File: src/rtl/lsu_pkg.sv
// Shared definitions for the load/store unit: RV32I width codes, FSM state
// encoding and the default access timeout.
package lsu_pkg;

    localparam logic [2:0] F3_B  = 3'b000;
    localparam logic [2:0] F3_H  = 3'b001;
    localparam logic [2:0] F3_W  = 3'b010;
    localparam logic [2:0] F3_BU = 3'b100;
    localparam logic [2:0] F3_HU = 3'b101;

    localparam int MAX_WAIT_DEFAULT = 255;

    typedef enum logic [1:0] {
        ST_IDLE   = 2'd0,
        ST_ACCESS = 2'd1,
        ST_RESP   = 2'd2
    } lsu_state_e;

endpackage

File: src/rtl/lsu_align.sv
// Byte-lane steering for the load/store unit: replicates store data across
// the word and builds the byte mask, and selects/extends load results from
// the returned word. Purely combinational.
module lsu_align
    import lsu_pkg::*;
(
    input  logic [2:0]  st_funct3,
    input  logic [1:0]  st_off,
    input  logic [31:0] st_wdata,
    output logic [31:0] st_data,
    output logic [3:0]  st_mask,
    input  logic [2:0]  ld_funct3,
    input  logic [1:0]  ld_off,
    input  logic [31:0] ld_word,
    output logic [31:0] ld_data
);

    logic [7:0]  ld_byte;
    logic [15:0] ld_half;

    // Store: replicate the narrow datum into every lane, enable only the target lane(s)
    always_comb begin
        st_data = st_wdata;
        st_mask = 4'b1111;
        case (st_funct3)
            F3_B: begin
                st_data = {4{st_wdata[7:0]}};
                st_mask = 4'b0001 << st_off;
            end
            F3_H: begin
                st_data = {2{st_wdata[15:0]}};
                st_mask = st_off[1] ? 4'b1100 : 4'b0011;
            end
            default: ;
        endcase
    end

    // Load: pick the addressed byte/half from the read word and extend it
    always_comb begin
        case (ld_off)
            2'd0:    ld_byte = ld_word[7:0];
            2'd1:    ld_byte = ld_word[15:8];
            2'd2:    ld_byte = ld_word[23:16];
            default: ld_byte = ld_word[31:24];
        endcase
        ld_half = ld_off[1] ? ld_word[31:16] : ld_word[15:0];
        case (ld_funct3)
            F3_B:    ld_data = {{24{ld_byte[7]}}, ld_byte};
            F3_BU:   ld_data = {24'd0, ld_byte};
            F3_H:    ld_data = {{16{ld_half[15]}}, ld_half};
            F3_HU:   ld_data = {16'd0, ld_half};
            default: ld_data = ld_word;
        endcase
    end

endmodule

File: src/rtl/load_store_unit.sv
// Load/store unit: accepts one memory op from execute, issues a single
// word-aligned data-memory request, waits for ack (bounded by MAX_WAIT) and
// returns a one-cycle completion pulse with the extended load result.
// Optional build macro LSU_MISALIGN_TRAP_EN: misaligned H/W accesses are not
// issued and complete with o_misaligned instead of being silently aligned.
module load_store_unit
    import lsu_pkg::*;
#(
    parameter int MAX_WAIT = MAX_WAIT_DEFAULT
) (
    input  logic        i_clk,
    input  logic        i_rst,
    input  logic        i_valid,
    output logic        o_ready,
    input  logic        i_load,
    input  logic        i_store,
    input  logic [2:0]  i_funct3,
    input  logic [31:0] i_addr,
    input  logic [31:0] i_wdata,
    output logic        o_dmem_req,
    output logic        o_dmem_we,
    output logic [31:0] o_dmem_addr,
    output logic [31:0] o_dmem_wdata,
    output logic [3:0]  o_dmem_mask,
    input  logic        i_dmem_ack,
    input  logic [31:0] i_dmem_rdata,
    output logic        o_done,
    output logic [31:0] o_rdata,
    output logic        o_misaligned,
    output logic        o_fault
);

    localparam logic [7:0] WAIT_LAST = 8'(MAX_WAIT - 1);

    lsu_state_e  state;
    logic [7:0]  wait_cnt;
    logic [2:0]  f3_q;
    logic [1:0]  off_q;
    logic        is_load_q;
    logic [1:0]  eff_off;
    logic        misalign_trap;
    logic [31:0] st_data;
    logic [3:0]  st_mask;
    logic [31:0] ld_data;

    assign o_ready = (state == ST_IDLE);

    // Lane offset actually used: halves and words drop their misaligned offset bits
    always_comb begin
        eff_off = i_addr[1:0];
        case (i_funct3)
            F3_H, F3_HU: eff_off[0] = 1'b0;
            F3_W:        eff_off    = 2'b00;
            default: ;
        endcase
    end

`ifdef LSU_MISALIGN_TRAP_EN
    // Flag accesses whose address is not naturally aligned for their width
    always_comb begin
        case (i_funct3)
            F3_H, F3_HU: misalign_trap = i_addr[0];
            F3_W:        misalign_trap = |i_addr[1:0];
            default:     misalign_trap = 1'b0;
        endcase
    end
`else
    assign misalign_trap = 1'b0;
`endif

    lsu_align u_align (
        .st_funct3 (i_funct3),
        .st_off    (eff_off),
        .st_wdata  (i_wdata),
        .st_data   (st_data),
        .st_mask   (st_mask),
        .ld_funct3 (f3_q),
        .ld_off    (off_q),
        .ld_word   (i_dmem_rdata),
        .ld_data   (ld_data)
    );

    // Request FSM with wait counter; all outputs registered
    always_ff @(posedge i_clk) begin
        if (i_rst) begin
            state        <= ST_IDLE;
            wait_cnt     <= 8'd0;
            f3_q         <= 3'd0;
            off_q        <= 2'd0;
            is_load_q    <= 1'b0;
            o_dmem_req   <= 1'b0;
            o_dmem_we    <= 1'b0;
            o_dmem_addr  <= 32'd0;
            o_dmem_wdata <= 32'd0;
            o_dmem_mask  <= 4'd0;
            o_done       <= 1'b0;
            o_rdata      <= 32'd0;
            o_misaligned <= 1'b0;
            o_fault      <= 1'b0;
        end else begin
            // Completion qualifiers are only meaningful for the single RESP cycle
            o_done       <= 1'b0;
            o_rdata      <= 32'd0;
            o_misaligned <= 1'b0;
            o_fault      <= 1'b0;
            case (state)
                ST_IDLE: begin
                    if (i_valid && (i_load || i_store)) begin
                        f3_q         <= i_funct3;
                        off_q        <= eff_off;
                        is_load_q    <= i_load;
                        wait_cnt     <= 8'd0;
                        o_dmem_addr  <= {i_addr[31:2], 2'b00};
                        o_dmem_wdata <= i_load ? 32'd0 : st_data;
                        o_dmem_mask  <= i_load ? 4'b1111 : st_mask;
                        if (misalign_trap) begin
                            state        <= ST_RESP;
                            o_done       <= 1'b1;
                            o_misaligned <= 1'b1;
                        end else begin
                            state      <= ST_ACCESS;
                            o_dmem_req <= 1'b1;
                            o_dmem_we  <= ~i_load;
                        end
                    end
                end
                ST_ACCESS: begin
                    // Ack takes priority over a timeout landing in the same cycle
                    if (i_dmem_ack) begin
                        state      <= ST_RESP;
                        o_dmem_req <= 1'b0;
                        o_dmem_we  <= 1'b0;
                        o_done     <= 1'b1;
                        o_rdata    <= is_load_q ? ld_data : 32'd0;
                    end else if (wait_cnt == WAIT_LAST) begin
                        state      <= ST_RESP;
                        o_dmem_req <= 1'b0;
                        o_dmem_we  <= 1'b0;
                        o_done     <= 1'b1;
                        o_fault    <= 1'b1;
                    end else begin
                        wait_cnt <= wait_cnt + 8'd1;
                    end
                end
                ST_RESP: state <= ST_IDLE;
                default: state <= ST_IDLE;
            endcase
        end
    end

endmodule

File: config.mk
export PLATFORM = sky130hd
export DESIGN_NAME = load_store_unit
export DESIGN_NICKNAME = d
export VERILOG_FILES = /design/src/rtl/lsu_pkg.sv /design/src/rtl/lsu_align.sv /design/src/rtl/load_store_unit.sv
export SDC_FILE = /design/constraint.sdc
export NUM_CORES = 1
export LEC_CHECK = 0
export ABC_AREA = 1
export CAP_MARGIN = 20
export CORE_MARGIN = 1
export CORE_UTILIZATION = 44
export CTS_CLUSTER_SIZE = 20
export DETAILED_ROUTE_END_ITERATION = 6
export HOLD_SLACK_MARGIN = 0.03
export PLACE_DENSITY = 0.89
export SLEW_MARGIN = 15
export SYNTH_ARGS = -nofsm -noshare
export SYNTH_HDL_FRONTEND = slang
export SYNTH_HIERARCHICAL = 1
export SYNTH_SLANG_ARGS = --single-unit
File: constraint.sdc
create_clock -name i_clk -period 1.5 [get_ports i_clk]
set_clock_uncertainty 0.1 [all_clocks]
set_input_delay 0.3 -clock i_clk [delete_from_list [all_inputs] [get_ports i_clk]]
set_output_delay 0.3 -clock i_clk [all_outputs]
set_load 0.005 [all_outputs]
==> flow_summary.yaml <==
floorplan:
  die_h_um: 113
  die-area_sq_mm: 0.0129
  io_pins: 211
  core_area_sq_mm: 0.0121
  start_util_pct: 45.3
  die_x_um: 113
  rows: 40
global_route:
  grt.total_usage_pct: 26.4
  grt_pass1_vias: 5586
  grt_max_degree: 45
  grt_pass1_wl_um: 26600
  antenna_found_initial: 0
  grt_overflow: 0
sta:
  min_period_over_period_pct: 108
  rsz0062_at_grt: "yes"
  holdWs_ns: 0.229
  period_needed_ns: 1.62
  setup_viol: 14
  setup_ws_ns: -0.120
  hold_viol_final: 0
  final_max_slew_viol_count: 0
  setup_tns_ns: -0.527
  max_freq_ghz: 0.617
yosys:
  async_reset_ff_share_pct: 0
  ys_types: 33
  synth_seq_area_share_pct: 43.2
  ys_top_cells_by_area: "dfxtp_1 (43%), nand2_1 (16%), nor2_1 (9.7%)"
  synth_top_cell_area_share_pct: 43.2
  synth_area_sq_mm: 0.00546
  yosysTopAreaCell: "dfxtp_1"
  synth-seq-cells: 118
  yosys-top-cells-count: "nand2_1 (228), nor2_1 (141), dfxtp_1 (118)"
  yosys_warnings: 6
  synth_most_common_cell: "nand2_1"
  synthCells: 807
  syn_avg_cell_area_sq_um: 6.77
  synth_edf_count: 0
  synth_flop_cell: "dfxtp_1"
setup_path:
  crit_path_end_kind: "flip-flop"
  crit_family: "simple AND/OR/NAND/NOR gates"
  path_buf_inv: 3
  critPathLaunchType: "flip-flop"
  worst-path-max-fanout: 16
  max_stage_delay_ns: 0.35
  crit_chain: "buf_12 -> inv_6 -> nand2_2 -> o21ai_1 -> nor2_2 -> nand2_4 -> nand3_2 -> inv_1 -> nor2_1"
  cp.arrival_ns: 1.86
  cpMaxStageDelayCell: "dfxtp_2"
  path_class: "flip-flop to flip-flop"
  crit_required_ns: 1.74
cts:
  clock-sinks: 118
  post_cts_buffers: 0
  h-tree-depth: 4
  cts_tree: "built"
  cts_buffers: 17
  clockBufferDepth: 2
  clock-root-buffer: "clkbuf_16"
  clk_latency_ns: 0.42
  hold_buffers: 0
  clkTransAtPathRegs_ns: 0.05
power:
  peakVddDrop_mv: 0.623
  power_leakage_nw: 4.20
  power_density_mw_per_mm2: 1040
  finalPower_mw: 8.92
job:
  cap_violations: 0
detailed_routing:
  vias: 6198
  firstDrtPassIters: 5
  ant_nets: 0
  post_drt_wl_per_cell_um: 14.9
  drtIter0Drc: 629
  drc: 0
  viasPerCell: 5.12
  finalWirelength_um: 18000
status:
  violations: "negative setup slack"
  outcome: "finished with violations"
finish:
  n_antenna_cell: 0
  area_delta_synth_final_pct: 56.3
  nets: 1136
  utilization_pct: 70.8
  drive_above_1_share_pct: 14.1
placement:
  dp_hpwl_um: 11700
  dp_slack_ns: -0.383
  gp_congestion: 0.917
  io_buffers: 207
min_path:
  min_path_type: "input port to flip-flop"
[final timing paths]
check | from | endpoint | slack (ns) | depth (start not counted)
min | i_funct3[1] | f3_q[1] | 0.23 | 4
max | off_q[1] | o_rdata[27] | -0.12 | 9
min reg2reg | o_dmem_wdata[7] | o_dmem_wdata[7] | 0.36 | 2
max reg2reg | off_q[1] | o_rdata[27] | -0.12 | 9
[report_power, final]
part	leakage, nW	internal (mW)	switching [mW]	total [mW]
sequential	0.968	3.28	0.0784	3.36
clock	0.264	2.35	1.48	3.83
combinational	2.96	0.817	0.913	1.73
total	4.20	6.45	2.47	8.92
[routing by layer]
| layer | track usage [%] | vias to the layer above | wire length [um] |
|---|---|---|---|
| li1 | - | 2981 | - |
| met1 | 29.4 | 2790 | 6930 |
| met2 | 46.3 | 365 | 8770 |
| met3 | 8.93 | 62 | 1760 |
| met4 | 10.7 | 0 | 578 |
| met5 | 0 | - | 0 |
[stage by stage]
stage / std cells / cell area (sq um)
floorplan: 809 / 5470
global placement: 1176 / 7880
detailed placement: 1176 / 7880
CTS: 1208 / 8340
global route: 1210 / 8540
finish: 1210 / 8540
[kinds of logic (layout without fill, tap and decap cells)]
kind of cell / after synthesis / after routing / share of synthesized area [%]
adder cells (fa/ha/maj): 2 / 2 / 0.458
AO/OA/AOI/OAI: 121 / 121 / 11.7
XOR/XNOR: 1 / 1 / 0.160
buffers and inverters: 122 / 355 / 10.7
flip-flops: 118 / 118 / 43.2
other: 1 / 3 / 0.0686
AND/OR/NAND/NOR: 442 / 442 / 33.7
[state kept, by name, summed over array words and instances, names as in the netlist]
signal and flops:
o_dmem_mask 4, o_rdata 32, wait_cnt 8, off_q 2
f3_q 3, o_dmem_addr 30, state 2, o_fault 1
o_dmem_wdata 32, o_dmem_we 1, o_done 1, o_dmem_req 1
is_load_q 1
[placed cells by master, fill, tap and decap left out, types with 8 or more instances in the layout]
master,n
nand2_2,8
dfxtp_1,104
nand3_2,12
nor2_2,8
o21ai_0,59
buf_12,9
o211ai_1,10
dfxtp_2,14
nand3_1,41
inv_1,58
dlygate4sd2_1,100
clkdlybuf4s50_1,102
inv_2,9
a21oi_1,44
buf_4,33
nor2_1,135
nand2_1,221
clkbuf_16,19
[timing repair]
action,in CTS,in global routing
resized for setup,119,51
gates cloned,0,2
pin swaps,0,11
endpoints found under the setup margin,113,58
hold endpoints to repair,0,0
[area by class of cell]
cell class | count | area (sq um)
Clock buffer | 20 | 457
Clock inverter | 12 | 105
Fill cell | 920 | 3520
Inverter | 69 | 265
Multi-Input combinational cell | 569 | 2670
Sequential cell | 118 | 2380
Tap cell | 168 | 210
Timing Repair Buffer | 254 | 2460
[worst reg2reg max path, cell delays in order, from the launching register on]
cell	delay, ns
dfxtp_2	0.35
buf_12	0.14
inv_6	0.04
nand2_2	0.07
o21ai_1	0.11
nor2_2	0.20
nand2_4	0.19
nand3_2	0.14
inv_1	0.08
nor2_1	0.14
Note: power is estimated with default switching activity, not from simulation.
